## src/rtl/div_ctrl_pkg.sv

```systemverilog
// div_ctrl_pkg: shared types and constants for the divider sequencing controller.
//   - dc_state_e : controller FSM state encoding (2 bits)
//   - DivStart / DivStop : levels driven on the divider start line
//   - DzeroQuot : quotient reported for a divide-by-zero
package div_ctrl_pkg;

    typedef enum logic [1:0] {
        StIdle  = 2'd0,
        StBusy  = 2'd1,
        StDzero = 2'd2,
        StDone  = 2'd3
    } dc_state_e;

    localparam logic DivStart = 1'b1;
    localparam logic DivStop  = 1'b0;

    // Divide-by-zero yields an all-ones quotient regardless of signedness.
    localparam logic [31:0] DzeroQuot = 32'hFFFF_FFFF;

endpackage

```

## src/rtl/div_ctrl.sv

```systemverilog
// div_ctrl: sequencing controller between the EX-stage ALU and a multi-cycle divider.
// Captures operands once per DIV/DIVU, holds start/sign/operands stable while the divider
// runs, stalls the pipeline, handles flush, short-circuits divide-by-zero, and holds the
// {hi,lo} result until the pipeline advances.
// Ports:
//   i_clk, i_rst          core clock, synchronous active-high reset
//   i_req, i_req_signed   EX holds a divide op; 1 = signed
//   i_opa, i_opb          dividend, divisor
//   i_flush, i_advance    EX flush; EX advances this cycle
//   o_stall               pipeline stall request (combinational)
//   o_result(_valid)      {remainder, quotient} and its valid flag
//   o_wdog_err            one-cycle pulse on watchdog abort
//   o_div_*               divider interface: start, sign, operands, annul
//   i_div_result/_ready   divider result and one-cycle ready pulse
module div_ctrl
    import div_ctrl_pkg::*;
#(
    parameter int unsigned DivCycles = 34,
    parameter bit          WdogEn    = 1'b1
) (
    input  logic        i_clk,
    input  logic        i_rst,
    input  logic        i_req,
    input  logic        i_req_signed,
    input  logic [31:0] i_opa,
    input  logic [31:0] i_opb,
    input  logic        i_flush,
    input  logic        i_advance,
    output logic        o_stall,
    output logic [63:0] o_result,
    output logic        o_result_valid,
    output logic        o_wdog_err,
    output logic        o_div_start,
    output logic        o_div_sign,
    output logic [31:0] o_div_a,
    output logic [31:0] o_div_b,
    output logic        o_div_annul,
    input  logic [63:0] i_div_result,
    input  logic        i_div_ready
);

    localparam int unsigned WdogLimit = DivCycles + 2;
    localparam int unsigned CntW      = $clog2(WdogLimit + 1);

    dc_state_e        r_state;
    logic [CntW-1:0]  r_wdog_cnt;
    logic [63:0]      r_result;
    logic             r_result_valid;
    logic             r_wdog_err;
    logic             r_div_start;
    logic             r_div_sign;
    logic [31:0]      r_div_a;
    logic [31:0]      r_div_b;
    logic             r_div_annul;
    logic             w_wdog_hit;

    assign w_wdog_hit = WdogEn && (r_wdog_cnt == CntW'(WdogLimit));

    // Stall is held off in DONE so the pipeline can consume the held result.
    assign o_stall = i_req && !i_flush && (r_state != StDone);

    always_ff @(posedge i_clk) begin
        if (i_rst) begin
            r_state        <= StIdle;
            r_wdog_cnt     <= '0;
            r_result       <= '0;
            r_result_valid <= 1'b0;
            r_wdog_err     <= 1'b0;
            r_div_start    <= DivStop;
            r_div_sign     <= 1'b0;
            r_div_a        <= '0;
            r_div_b        <= '0;
            r_div_annul    <= 1'b0;
        end else begin
            // Pulses default low every cycle.
            r_div_annul <= 1'b0;
            r_wdog_err  <= 1'b0;
            case (r_state)
                StIdle: begin
                    if (i_req && !i_flush) begin
                        r_div_a    <= i_opa;
                        r_div_b    <= i_opb;
                        r_div_sign <= i_req_signed;
                        r_wdog_cnt <= '0;
                        if (i_opb == '0) begin
                            r_state <= StDzero;
                        end else begin
                            r_state     <= StBusy;
                            r_div_start <= DivStart;
                        end
                    end
                end
                StBusy: begin
                    // Flush beats ready, ready beats the watchdog.
                    if (i_flush) begin
                        r_div_annul <= 1'b1;
                        r_div_start <= DivStop;
                        r_state     <= StIdle;
                    end else if (i_div_ready) begin
                        r_result       <= i_div_result;
                        r_result_valid <= 1'b1;
                        r_div_start    <= DivStop;
                        r_state        <= StDone;
                    end else if (w_wdog_hit) begin
                        r_div_annul    <= 1'b1;
                        r_wdog_err     <= 1'b1;
                        r_result       <= '0;
                        r_result_valid <= 1'b1;
                        r_div_start    <= DivStop;
                        r_state        <= StDone;
                    end else begin
                        r_wdog_cnt <= r_wdog_cnt + CntW'(1);
                    end
                end
                StDzero: begin
                    if (i_flush) begin
                        r_state <= StIdle;
                    end else begin
                        r_result       <= {r_div_a, DzeroQuot};
                        r_result_valid <= 1'b1;
                        r_state        <= StDone;
                    end
                end
                StDone: begin
                    // A still-high req without advance just keeps the result parked.
                    if (i_flush || i_advance) begin
                        r_result_valid <= 1'b0;
                        r_state        <= StIdle;
                    end
                end
                default: r_state <= StIdle;
            endcase
        end
    end

    assign o_result       = r_result;
    assign o_result_valid = r_result_valid;
    assign o_wdog_err     = r_wdog_err;
    assign o_div_start    = r_div_start;
    assign o_div_sign     = r_div_sign;
    assign o_div_a        = r_div_a;
    assign o_div_b        = r_div_b;
    assign o_div_annul    = r_div_annul;

endmodule

```

## config.mk

```make
export PLATFORM = sky130hd
export DESIGN_NAME = div_ctrl
export DESIGN_NICKNAME = d
export VERILOG_FILES = /design/src/rtl/div_ctrl_pkg.sv /design/src/rtl/div_ctrl.sv
export SDC_FILE = /design/constraint.sdc
export NUM_CORES = 1
export LEC_CHECK = 0
export CAP_MARGIN = 5
export CORE_MARGIN = 10
export CORE_UTILIZATION = 45
export CTS_BUF_LIST = sky130_fd_sc_hd__clkbuf_16
export CTS_CLUSTER_DIAMETER = 120
export CTS_CLUSTER_SIZE = 30
export DETAILED_ROUTE_END_ITERATION = 10
export PLACE_DENSITY = 0.85
export SETUP_SLACK_MARGIN = 0.3
export SLEW_MARGIN = 15
export SYNTH_ARGS = -nofsm -noshare
export SYNTH_HDL_FRONTEND = slang
export SYNTH_SLANG_ARGS = --single-unit
```

## constraint.sdc

```tcl
create_clock -name i_clk -period 3.1 [get_ports i_clk]
set_clock_uncertainty 0.1 [all_clocks]
set_input_delay 0.465 -clock i_clk [delete_from_list [all_inputs] [get_ports i_clk]]
set_output_delay 0.465 -clock i_clk [all_outputs]
set_load 0.01 [all_outputs]
```

After elaboration in Yosys (flattened, before gate mapping)

Cells that the tools add are included.

Bits in registers: 141
Logic and storage cells: 76

Add/sub/neg operators: 1
Eq/ne operators: 14
Muxes and demuxes: 33
Bitwise logic cells: 1
Reductions and logical operators: 17

Operators by type and width:

| cell                                          | count |
|---|---|
| 2-to-1 mux 64 bit                             | 4 |
| case mux 64 bit (2 select lines)              | 1 |
| zero test 32 bit                              | 1 |
| 2-to-1 mux 6 bit                              | 4 |
| != test 2 bit, second input constant          | 8 |
| 2-to-1 mux 2 bit                              | 7 |
| 2-to-1 mux 1 bit                              | 13 |
| case mux 6 bit (2 select lines)               | 1 |
| AND reduction 5 bit                           | 2 |
| case mux 2 bit (4 select lines)               | 1 |
| AND reduction 4 bit                           | 2 |
| adder 6 x 1 -> 6 bit, second input constant   | 1 |
| == test 6 bit, second input constant          | 1 |
| == test 2 bit, second input constant          | 2 |
| != test 4 bit, second input constant          | 1 |
| nonzero test 2 bit                            | 2 |
| != test 3 bit, second input constant          | 1 |
| case mux 1 bit (3 select lines)               | 1 |
| AND reduction 3 bit                           | 1 |
| nonzero test 3 bit                            | 1 |
| OR reduction 3 bit                            | 1 |
| == test 2 x 1 -> 1 bit, second input constant | 1 |
| logical AND 1 bit                             | 2 |
| zero test 2 bit                               | 1 |
| 6 further kinds                               | 6 |

Depth between registers and ports, before layout

Gate-level depths: netlist of run 1.

Depth after elaboration: 5
Depth in mapped cells: 9
Mapped depth without buffers: 6

Worst setup path after synthesis of run 1

OpenSTA, ideal clock, no wires.

Kind: reg2reg
From: reg r_state[1]
To: reg r_wdog_cnt[5]
Arrival: 1.726 ns
Required time: 2.923 ns
Setup slack: 1.197 ns
Stages on the path, launching flop included: 8
Path buffers: 1
Clock period less this slack: 1.903 ns
Cells stage by stage: dfxtp_1 -> inv_1 -> ha_1 -> buf_4 -> nor3b_1 -> o211ai_1 -> or4_1 -> a31oi_1

Longest elaborated chain between the ends: 3

Ends and longest elaborated chain:

| element                                                                     | line            | text |
|---|---|---|
| from (decl)                                                                 | div_ctrl.sv:45  | `dc_state_e r_state;` |
| from (signal assigned)                                                      | div_ctrl.sv:64  | `r_state <= StIdle;` |
| from (signal assigned)                                                      | div_ctrl.sv:86  | `r_state <= StDzero;` |
| from (signal assigned)                                                      | div_ctrl.sv:88  | `r_state <= StBusy;` |
| == test 2 x 1 -> 1 bit / zero test 2 bit (equally long branches)            | div_ctrl.sv:78  | `case (r_state)` |
| != test 2 bit (no source line) / nonzero test 2 bit (equally long branches) | -               |  |
| AND reduction 5 bit (no source line)                                        | -               |  |
| to (signal assigned)                                                        | div_ctrl.sv:112 | `r_wdog_cnt <= r_wdog_cnt + CntW'(1);` |
| to (decl)                                                                   | div_ctrl.sv:46  | `logic [CntW-1:0] r_wdog_cnt;` |

Parallel ways exist; a longest one is shown, timed or not.
A chain may end at the register's enable or synchronous reset.

Worst setup path in the final report of run 1

From: in i_req
To: out o_stall

Longest elaborated chain between the ends: 2

Ends and longest elaborated chain:

| element                        | line           | text |
|---|---|---|
| from (decl)                    | div_ctrl.sv:23 | `input logic i_req,` |
| logical AND 1 bit (2 in a row) | div_ctrl.sv:60 | `assign o_stall = i_req && !i_flush && (r_state != StDone);` |
| to (decl)                      | div_ctrl.sv:29 | `output logic o_stall,` |

No other way between the ends.

==> results of run 1 <==
cell usage after synthesis, types with 2 or more instances:
library cell	instances
buf_2	8
a21oi_1	146
nand2b_1	7
a22oi_1	32
or3_1	4
nand2_1	134
o211ai_1	2
a21oi_2	19
nor3_1	2
a211oi_1	34
ha_1	7
nor2b_1	2
a211oi_2	29
o21ai_0	9
nand3_1	4
inv_1	8
a221oi_1	2
buf_1	3
buf_6	5
nor2_1	7
nor4_1	8
a31oi_1	3
nand3b_1	3
buf_4	7
clkbuf_1	45
nor3b_1	2
dfxtp_1	141
nand4_1	2
report_power, final:
part / internal [mW] / switching (mW)
Sequential: 2.23 / 0.256
Combinational: 1.46 / 1.61
Clock: 1.57 / 0.765
cell families (layout without fill, tap and decap cells):
logic type | after synthesis | after routing | share of synthesized area [%]
simple gates | 181 | 181 | 13.2
mux | 1 | 1 | 0.187
flops | 141 | 141 | 46.9
fa+ha+maj | 7 | 7 | 1.46
buf+inv | 76 | 323 | 5.97
compound gates | 285 | 285 | 32.3
final cells by class:
type | instances | share of cell area (%)
multi-input combinational | 474 | 30.2
sequential | 141 | 29.9
timing repair buffer | 283 | 30.1
clock inverter | 15 | 2.65
inverter | 8 | 0.318
tap | 176 | 2.33
clock buffer | 17 | 4.50
how the worst max path moves through the flow:
stage | start | to | slack [ps]
4_1_cts | i_req | o_stall | 670
2_1_floorplan | r_state[1]$_SDFFE_PP0P_ | r_wdog_cnt[5]$_SDFFE_PP0P_ | 1200
5_1_grt | i_req | o_stall | 640
3_5_place_dp | i_div_ready | o_result[23]$_SDFFE_PP0P_ | 640
6_report | i_req | o_stall | 680
3_3_place_gp | i_flush | o_stall | 680
sequential cells by signal, summed over array words and instances, names as in the netlist:
signal	cells
o_div_a	32
o_div_annul	1
o_div_b	32
o_div_sign	1
o_div_start	1
o_result	64
o_result_valid	1
o_wdog_err	1
r_state	2
r_wdog_cnt	6
stage by stage:
| stage | utilization [%] | hold WS [ps] | setup slack (ps) | cell area, sq um | instances |
|---|---|---|---|---|---|
| after detailed placement | 66.5 | 347 | 642 | 8770 | 1082 |
| after global placement | 66.5 | 340 | 681 | 8770 | 1082 |
| final | 71.6 | 352 | 678 | 9440 | 1114 |
| after floorplan | - | 379 | 1200 | 6010 | 691 |
| after CTS | 71.6 | 353 | 674 | 9440 | 1114 |
| after global routing | 71.6 | 369 | 635 | 9440 | 1114 |
critical path: stages:
cell	delay, ps
clkdlybuf4s50_1	510
nand2b_1	160
nor2_1	170
clkdlybuf4s50_1	560
layer usage:
metal  up-vias  global-route usage [%]  part of all wire [%]
met1      2916                    26.7                    40
li1       2943                       -                     -
met2       241                    37.2                    48
met4         0                    8.25                   2.5
met3        34                    9.20                   9.8
met5         -                       0                     0
==> results by group, run 1 <==
STA
  – Unrepaired setup endpoints after global routing: no
  – Final count of hold timing violations: 0
  – Slew Limit Headroom: 49.0%
  – Post-route clock period utilization: roughly 78%
  – Max-slew violations: 0
  – Minimum clock period: 2420 ps
  – Final total negative setup slack: 0 ps
  – Setup violations, final: 0
  – Fmax: 0.413 GHz
  – Worst Tran Pin Value: 766 ps

Run status
  – Status: complete, no violations

Route
  – Residual DRC: 0
  – Total vias in the final route: 6,134
  – DRT iter0 DRCs: around 500
  – Routed Antenna Nets: 0
  – Average wire per standard cell: about 20 um
  – 1st-pass router iterations: 4
  – DR vias/cell: between 5 and 6
  – Total Wirelength: 22.0 mm

Final layout
  – NumNets Final: 1,067
  – ANT cells: 0
  – Most frequent cells in the layout: clkdlybuf4s50_1, a21oi_1, dfxtp_1
  – Commonest non-fill, non-tap cell in the layout: clkdlybuf4s50_1
  – Seq. cell area: roughly 2800 sq um
  – Area of the multi-input gates: 2850 sq um
  – Area grow syn2layout: 57.1%
  – Filler cells: 1,048
  – Share of cells above drive strength 1: 10.9%

Critical path
  – Worst reg2reg path endpoint: o_result[23]$_SDFFE_PP0P_
  – Crit Path Class: in2out
  – Critical path arrival: roughly 1900 ps
  – R2R Setup Slk: 820 ps
  – Critical R2R Launch: r_state[1]$_SDFFE_PP0P_
  – FF-to-FF path depth: 7
  – WP data required: 2530 ps
  – Worst Setup End Kind: output port
  – Crit start category: primary input
  – Worst-path fanout max: 4

Clock tree
  – Clock sink count: 141
  – CTS Buf Count: 17
  – Clk_lat worst skew: 420 ps
  – CTS tree: built
  – # H-tree levels: 4
  – Clock tree buffer depth: 2
  – Post-CTS Hold Fix Bufs: 0
  – Post-CTS setup buffer count: 0
  – CTS root buf: clkbuf_16
  – Clock-pin slew on the worst setup and hold paths: 60 ps
  – Post-CTS sizing: 0

Floorplanning
  – I/O Pins: 269
  – Die height: around 140 um
  – Core area: 13,200 sq um
  – Die Wd: 136 um
  – # rows: between 40 and 50
  – Initial Utilization: between 40% and 50%
  – Die ar.: about 18,000 sq um

Synth
  – Syn Inst Count: 691
  – Dominant synthesized flop cell: dfxtp_1
  – FFs w/ async S/R, synth: 0%
  – Syn Area/Cell: 8.70 sq um
  – Synth cell types: between 40 and 50
  – Synth Warn #: 0
  – Cell area after synthesis: 6010 sq um
  – Top cell type's share of synthesized area: 46.9%
  – Post-synth EDFFs: 0
  – Seq cells post-synth: 141
  – Ranking of synthesized cells by area: dfxtp_1, a21oi_1, nand2_1
  – Sequential share of the synthesized area: a little under half
  – Syn_nets: 833
  – Synth area leader: dfxtp_1

GRT
  – GRT Util Overall: between 20% and 30%
  – Grt total ovfl: 0
  – First-pass GRT wire length: 33.6 mm
  – Initial antenna violation count: 0
  – Vias in the first global route: 6,069
  – Pin count of the biggest net entering global routing: 69

Power and ir drop
  – Overall Power: between 7 and 8 mW
  – Power per standard cell area: 836 nW/um^2
  – Peak VDD IR: 384 uV
  – Lkg Pwr: 3.18 nW

Placed design
  – PortBufs: 268
  – Dpl hpwl: about 15 mm
  – GPL Wtd Cong: 0.842

Flow run
  – Max Cap Violations: 0

Worst hold path
  – Hold/Removal Path Class: reg2reg
  – Worst Hold Endpoint: o_div_b[12]$_SDFFE_PP0P_
  – Worst hold path startpoint: o_div_b[12]$_SDFFE_PP0P_
  – Hold Path Depth: 2
Note: power is estimated with default switching activity, not from simulation.
==> inputs of run 2 (changes only) <==
--- a/config.mk
+++ b/config.mk
@@ -7,12 +7,12 @@
 export LEC_CHECK = 0
 export CAP_MARGIN = 5
 export CORE_MARGIN = 10
-export CORE_UTILIZATION = 45
+export CORE_UTILIZATION = 38
 export CTS_BUF_LIST = sky130_fd_sc_hd__clkbuf_16
 export CTS_CLUSTER_DIAMETER = 120
 export CTS_CLUSTER_SIZE = 30
 export DETAILED_ROUTE_END_ITERATION = 10
-export PLACE_DENSITY = 0.85
+export PLACE_DENSITY = 0.77
 export SETUP_SLACK_MARGIN = 0.3
 export SLEW_MARGIN = 15
 export SYNTH_ARGS = -nofsm -noshare
==> constraint.sdc (replaced) <==
create_clock -name i_clk -period 2.1 [get_ports i_clk]
set_clock_uncertainty 0.1 [all_clocks]
set_input_delay 0.315 -clock i_clk [delete_from_list [all_inputs] [get_ports i_clk]]
set_output_delay 0.315 -clock i_clk [all_outputs]
set_load 0.01 [all_outputs]
==> run 2 against run 1 <==
Global-route usage shrank 2.4 points. Sequential power increased by 48%. Non-clock buffer count rose by 37. Critical path depth is 4 higher. Worst hold slack worse by 75 ps. Worst setup slack got worse by 390 ps. Sequential share of layout area down 2.7 points. Wire length increased by 11%. Sequential cell count did not move. Register-to-register slack worse by 530 ps. Clock power increased by 38%. Cell count rose by 6.6%. Critical path type is now reg2reg.
==> results by group, run 2 (synthesis results as in run 1) <==
Final layout
  – Commonest non-fill, non-tap cell in the layout: clkdlybuf4s50_1 (unchanged)
  – Share of cells above drive strength 1: 19.7% (was 10.9%)
  – Final instance area: 10,400 sq um (was 9440 sq um)
  – Area grow syn2layout: 73.2% (was 57.1%)
  – Seq. cell area: 2830 sq um (was 2820 sq um)
  – NumNets Final: 1,104 (was 1,067)
  – Area of the multi-input gates: 3110 sq um (was 2850 sq um)
  – Most frequent cells in the layout: clkdlybuf4s50_1, a21oi_1, nand2_1, dfxtp_1, a211oi_2 (was clkdlybuf4s50_1, a21oi_1, dfxtp_1)
  – Filler cells: 1,206 (was 1,048)
  – Max reg flops: 64 (unchanged)

Power and ir drop
  – Lkg Pwr: 3.92 nW (was 3.18 nW)
  – Overall Power: 12.7 mW (was 7.90 mW)
  – Peak VDD IR: 749 uV (was 384 uV)
  – Power per standard cell area: 1220 nW/um^2 (was 836 nW/um^2)

Route
  – 1st-pass router iterations: 4 (unchanged)
  – Routed Antenna Nets: 0 (unchanged)
  – Average wire per standard cell: 20.5 um (was 19.7 um)
  – DR vias/cell: 5.32 (was 5.51)
  – Total Wirelength: 24.4 mm (was 22.0 mm)
  – DRT iter0 DRCs: 345 (was 501)
  – Total vias in the final route: 6,320 (was 6,134)
  – Residual DRC: 0 (unchanged)

Critical path
  – Crit start category: flop (was primary input)
  – Crit Path Class: reg2reg (was in2out)
  – Worst path slowest cell: dfxtp_4 (was clkdlybuf4s50_1)
  – CP top delay family: compound AO/OA/AOI/OAI gates (was buffers and inverters)
  – Critical path arrival: 2040 ps (was 1860 ps)
  – Crit path cell chain: inv_6 -> ha_4 -> nand2b_1 -> o21bai_4 -> and2_4 -> buf_12 -> clkbuf_16 -> a211oi_1 (was clkdlybuf4s50_1 -> nand2b_1 -> nor2_1 -> clkdlybuf4s50_1)
  – Worst-path fanout max: 10 (was 4)
  – Worst path buffer plus inverter count: 3 (was 2)
  – Worst Setup End Kind: flop (was output port)
  – Max incr delay on CP: 360 ps (was 560 ps)
  – WP data required: 2330 ps (was 2530 ps)

Placed design
  – PortBufs: 268 (unchanged)
  – GPL Wtd Cong: 0.849 (was 0.842)
  – Dpl hpwl: 15.6 mm (was 15.1 mm)
  – DP Area: 9030 sq um (was 8770 sq um)

Run status
  – Status: complete, no violations (unchanged)

Clock tree
  – CTS root buf: clkbuf_16 (unchanged)
  – Clock tree buffer depth: 2 (unchanged)
  – CTS tree: built (unchanged)
  – Clk_lat worst skew: 420 ps (about the same)
  – CTS Buf Count: 17 (unchanged)
  – # H-tree levels: 4 (unchanged)
  – Clock sink count: 141 (unchanged)
  – Clock-pin slew on the worst setup and hold paths: 60 ps (about the same)

Floorplanning
  – Die height: 146 um (was 136 um)
  – Initial Utilization: 39.1% (was 45.6%)
  – I/O Pins: 269 (unchanged)
  – Die Wd: 146 um (was 136 um)
  – Die ar.: 21,300 sq um (was 18,400 sq um)
  – # rows: 45 (was 42)
  – Core area: 15,400 sq um (was 13,200 sq um)

STA
  – Final count of hold timing violations: 0 (unchanged)
  – Setup violations, final: 0 (unchanged)
  – Final total negative setup slack: 0 ps (unchanged)
  – Max-slew violations: 0 (unchanged)
  – Slew Limit Headroom: 62.8% (was 49.0%)
  – Fmax: 0.553 GHz
  – Worst Tran Pin Value: 558 ps (was 766 ps)
  – Post-route clock period utilization: 86.1%
  – Unrepaired setup endpoints after global routing: yes (was no)
  – Minimum clock period: 1810 ps

Flow run
  – Max Cap Violations: 0 (unchanged)

GRT
  – Vias in the first global route: 6,126 (was 6,069)
  – Grt total ovfl: 0 (unchanged)
  – First-pass GRT wire length: 35.3 mm (was 33.6 mm)
  – Pin count of the biggest net entering global routing: 48 (was 69)
  – Initial antenna violation count: 1 (was 0)
  – GRT Util Overall: 20.6% (was 22.9%)

Worst hold path
  – Hold/Removal Path Class: in2reg (was reg2reg)
==> run 2: path summary, 6_finish.rpt <==
| kind | from | endpoint | slack, ps | cells past startpoint |
|---|---|---|---|---|
| worst min register to register | o_div_b[5]$_SDFFE_PP0P_ | o_div_b[5]$_SDFFE_PP0P_ | 350 | 2 |
| worst max register to register | r_state[1]$_SDFFE_PP0P_ | o_result[4]$_SDFFE_PP0P_ | 290 | 8 |
| worst max-delay path | r_state[1]$_SDFFE_PP0P_ | o_result[4]$_SDFFE_PP0P_ | 290 | 8 |
| worst min-delay path | i_rst | o_div_b[13]$_SDFFE_PP0P_ | 280 | 2 |
==> run 2: layout make-up <==
cell class / instances / area share (%)
repair buffers: 320 / 34.0
flip-flops and latches: 141 / 27.2
clock inverters: 14 / 1.92
well taps: 211 / 2.53
inverters: 8 / 0.336
multi-input cells: 474 / 29.9
clock buffers: 17 / 4.08
diodes: 2 / 0.0480
==> run 2: power breakdown <==
| group | internal [mW] | switching (mW) |
|---|---|---|
| logic | 2.93 | 2.80 |
| clock network | 2.08 | 1.16 |
| registers | 3.30 | 0.381 |
==> run 2: layer usage <==
metal | part of all wire, % | vias to the layer above | track usage (%)
met1 | 41 | 2979 | 24.5
met4 | 1.6 | 0 | 5.21
met2 | 47 | 271 | 32.5
met5 | 0 | - | 0
met3 | 10 | 26 | 9.78
li1 | - | 3044 | -
==> run 2: through the flow <==
stage,hold WS [ps],cells,utilization [%],worst slack (ps)
after global placement,341,1129,58.8,-59.4
after floorplan,351,691,-,299
final,277,1187,67.8,291
after CTS,272,1171,64.5,215
after global routing,301,1185,67.7,220
after detailed placement,347,1129,58.8,-137
==> run 2: repair_timing <==
item                                    in CTS  in global routing
cloned                                       4                 10
endpoints found under the setup margin     127                101
pin swaps                                    6                 11
resized for setup                           33                 69
hold buffers                                 0                  0
setup buffers                                7                  4
==> inputs of run 3 (changes only) <==
--- a/config.mk
+++ b/config.mk
@@ -5,6 +5,7 @@
 export SDC_FILE = /design/constraint.sdc
 export NUM_CORES = 1
 export LEC_CHECK = 0
+export ABC_CLOCK_PERIOD_IN_PS = 2100
 export CAP_MARGIN = 5
 export CORE_MARGIN = 10
 export CORE_UTILIZATION = 38
@@ -13,6 +14,7 @@
 export CTS_CLUSTER_SIZE = 30
 export DETAILED_ROUTE_END_ITERATION = 10
 export PLACE_DENSITY = 0.77
+export REMOVE_ABC_BUFFERS = 1
 export SETUP_SLACK_MARGIN = 0.3
 export SLEW_MARGIN = 15
 export SYNTH_ARGS = -nofsm -noshare
==> run 3 against run 2 <==
Sequential share of layout area fell by 0.13 points. Worst setup slack lost 24 ps. Die area stayed put. Clock-buffer cell count unchanged. Critical endpoint unchanged. Register-to-register slack worse by 20 ps. Sequential cell count unchanged.
==> results by group, run 3 (synthesis results as in run 1) <==
Run status
  – Status: complete, no violations (unchanged)

Route
  – Total Wirelength: 23.7 mm (was 24.4 mm)
  – DR vias/cell: 5.35 (was 5.32)
  – 1st-pass router iterations: 4 (unchanged)
  – Average wire per standard cell: 19.7 um (was 20.5 um)
  – Total vias in the final route: 6,431 (was 6,320)
  – DRT iter0 DRCs: 333 (was 345)
  – Routed Antenna Nets: 0 (unchanged)
  – Residual DRC: 0 (unchanged)

GRT
  – M2 GR Usage: 33.0% (was 32.5%)
  – Vias in the first global route: 6,225 (was 6,126)
  – Met3 Track Usage GR: 8.07% (was 9.78%)
  – First-pass GRT wire length: 34.8 mm (was 35.3 mm)
  – Initial antenna violation count: 0 (was 1)
  – Busiest metal layer after global routing: met2 (unchanged)
  – Grt total ovfl: 0 (unchanged)
  – GRT Util Overall: 20.3% (was 20.6%)
  – Pin count of the biggest net entering global routing: 53 (was 48)
  – Met1 Track Usage GR: 23.6% (was 24.5%)

Clock tree
  – Clock sink count: 141 (unchanged)
  – Clock tree buffer depth: 2 (unchanged)
  – CTS root buf: clkbuf_16 (unchanged)
  – CTS tree: built (unchanged)
  – # H-tree levels: 4 (unchanged)
  – Post-CTS Hold Fix Bufs: 0 (unchanged)
  – Clk_lat worst skew: 420 ps (about the same)
  – Clock-pin slew on the worst setup and hold paths: 60 ps (about the same)
  – CTS Buf Count: 17 (unchanged)

Floorplanning
  – Die height: 146 um (unchanged)
  – I/O Pins: 269 (unchanged)
  – Initial Utilization: 39.1% (unchanged)
  – Core area: 15,400 sq um (unchanged)
  – # rows: 45 (unchanged)
  – Die Wd: 146 um (unchanged)
  – Die ar.: 21,300 sq um (unchanged)

Power and ir drop
  – Lkg Pwr: 4.21 nW (was 3.92 nW)
  – Peak VDD IR: 631 uV (was 749 uV)
  – Clk pwr share: 24.4% (was 25.6%)
  – Combinational power share: 45.6% (was 45.3%)
  – P_sw: 4.29 mW (was 4.34 mW)
  – Sw frac: 34.9% (was 34.3%)
  – Power per standard cell area: 1180 nW/um^2 (was 1220 nW/um^2)
  – Pint: 8.02 mW (was 8.31 mW)
  – Overall Power: 12.3 mW (was 12.7 mW)
  – Seq pwr share: 30.0% (was 29.1%)

Final layout
  – Max reg flops: 64 (unchanged)
  – Commonest non-fill, non-tap cell in the layout: clkdlybuf4s50_1 (unchanged)
  – Final instance area: 10,500 sq um (was 10,400 sq um)
  – Share of cells above drive strength 1: 20.4% (was 19.7%)
  – ANT cells: 0 (was 2)
  – NumNets Final: 1,121 (was 1,104)
  – Area grow syn2layout: 74.0% (was 73.2%)
  – Most frequent cells in the layout: clkdlybuf4s50_1, a21oi_1, dfxtp_1 (was clkdlybuf4s50_1, a21oi_1, nand2_1, dfxtp_1, a211oi_2)

STA
  – Minimum clock period: 1830 ps (was 1810 ps)
  – Unrepaired setup endpoints after global routing: yes (unchanged)
  – Slew Limit Headroom: 54.4% (was 62.8%)
  – Worst Tran Pin Value: 683 ps (was 558 ps)
  – Setup slack after layout: 267 ps (was 291 ps)
  – Fmax: 0.545 GHz (was 0.553 GHz)
  – Setup violations, final: 0 (unchanged)
  – Post-route clock period utilization: 87.3% (was 86.1%)
  – Max-slew violations: 0 (unchanged)
  – Final count of hold timing violations: 0 (unchanged)

Critical path
  – Crit path cell chain: or3b_4 -> o21bai_4 -> buf_6 -> and2_4 -> clkbuf_16 -> a211oi_2 (was inv_6 -> ha_4 -> nand2b_1 -> o21bai_4 -> and2_4 -> buf_12 -> clkbuf_16 -> a211oi_1)
  – Critical path arrival: 2010 ps (was 2040 ps)
  – Worst-path fanout max: 8 (was 10)
  – WP data required: 2280 ps (was 2330 ps)
  – Max incr delay on CP: 430 ps (was 360 ps)
  – Crit Path Class: reg2reg (unchanged)
  – Crit start category: flop (unchanged)
  – Worst Setup End Kind: flop (unchanged)
  – Worst path slowest cell: or3b_4 (was dfxtp_4)
  – R2R Setup Slk: 270 ps (was 290 ps)

Placed design
  – GPL Wtd Cong: 0.804 (was 0.849)
  – Dpl hpwl: 16.2 mm (was 15.6 mm)
  – PortBufs: 268 (unchanged)
  – Worst slack, placed: -91.5 ps (was -137 ps)
  – DP Area: 9210 sq um (was 9030 sq um)

Flow run
  – Max Cap Violations: 0 (unchanged)

Worst hold path
  – Hold/Removal Path Class: in2reg (unchanged)
[run 3: final cells by class]
class	instances	area, sq um
multi-input combinational	475	3080
fill	1220	4910
sequential	141	2830
tap	211	264
timing repair buffer	336	3670
clock inverter	15	154
clock buffer	17	425
inverter	8	32.5
[run 3: critical path, delay by kind of cell, from the launching register on]
family | cells | cell delay [ps]
flops | 1 | 330
simple gates | 2 | 690
buf+inv | 2 | 350
compound gates | 2 | 230
[run 3: per-stage QoR]
stage          hold slack [ps]  util, %  std cells  TNS [ps]
2_1_floorplan              280        -        623   -365320
3_3_place_gp               341     59.9       1151      -602
3_5_place_dp               346     59.9       1151      -552
4_1_cts                    309     65.1       1191         0
5_1_grt                    336     68.1       1203         0
6_report                   324     68.1       1203         0
[run 3: layer usage]
metal | vias to the layer above | wire (um)
met5 | - | 0
met4 | 0 | 563
met3 | 45 | 1990
met2 | 241 | 11600
met1 | 3079 | 9630
li1 | 3066 | -
[run 3: final timing paths]
check | startpoint | endpoint | cells past startpoint
max reg2reg | r_wdog_cnt[4]$_SDFFE_PP0P_ | o_result[4]$_SDFFE_PP0P_ | 6
min | i_rst | o_div_b[22]$_SDFFE_PP0P_ | 2
min reg2reg | o_div_b[12]$_SDFFE_PP0P_ | o_div_b[12]$_SDFFE_PP0P_ | 2
max | r_wdog_cnt[4]$_SDFFE_PP0P_ | o_result[4]$_SDFFE_PP0P_ | 6
[run 3: power groups by stage]
stage / sequential [mW] / clock, mW / combinational (mW)
4_1_cts: 3.68 / 3.04 / 5.16
3_5_place_dp: 3.71 / 0 / 4.87
6_report: 3.69 / 3.00 / 5.61
5_1_grt: 3.77 / 3.15 / 6.00
3_3_place_gp: 3.68 / 0 / 4.83
2_1_floorplan: 3.96 / 0 / 1.98
[run 3: timing repair]
item | in CTS | in global routing
resized for setup | 41 | 79
pin swaps | 7 | 23
setup endpoints to repair | 80 | 106
gates cloned | 3 | 8
setup buffers | 5 | 4
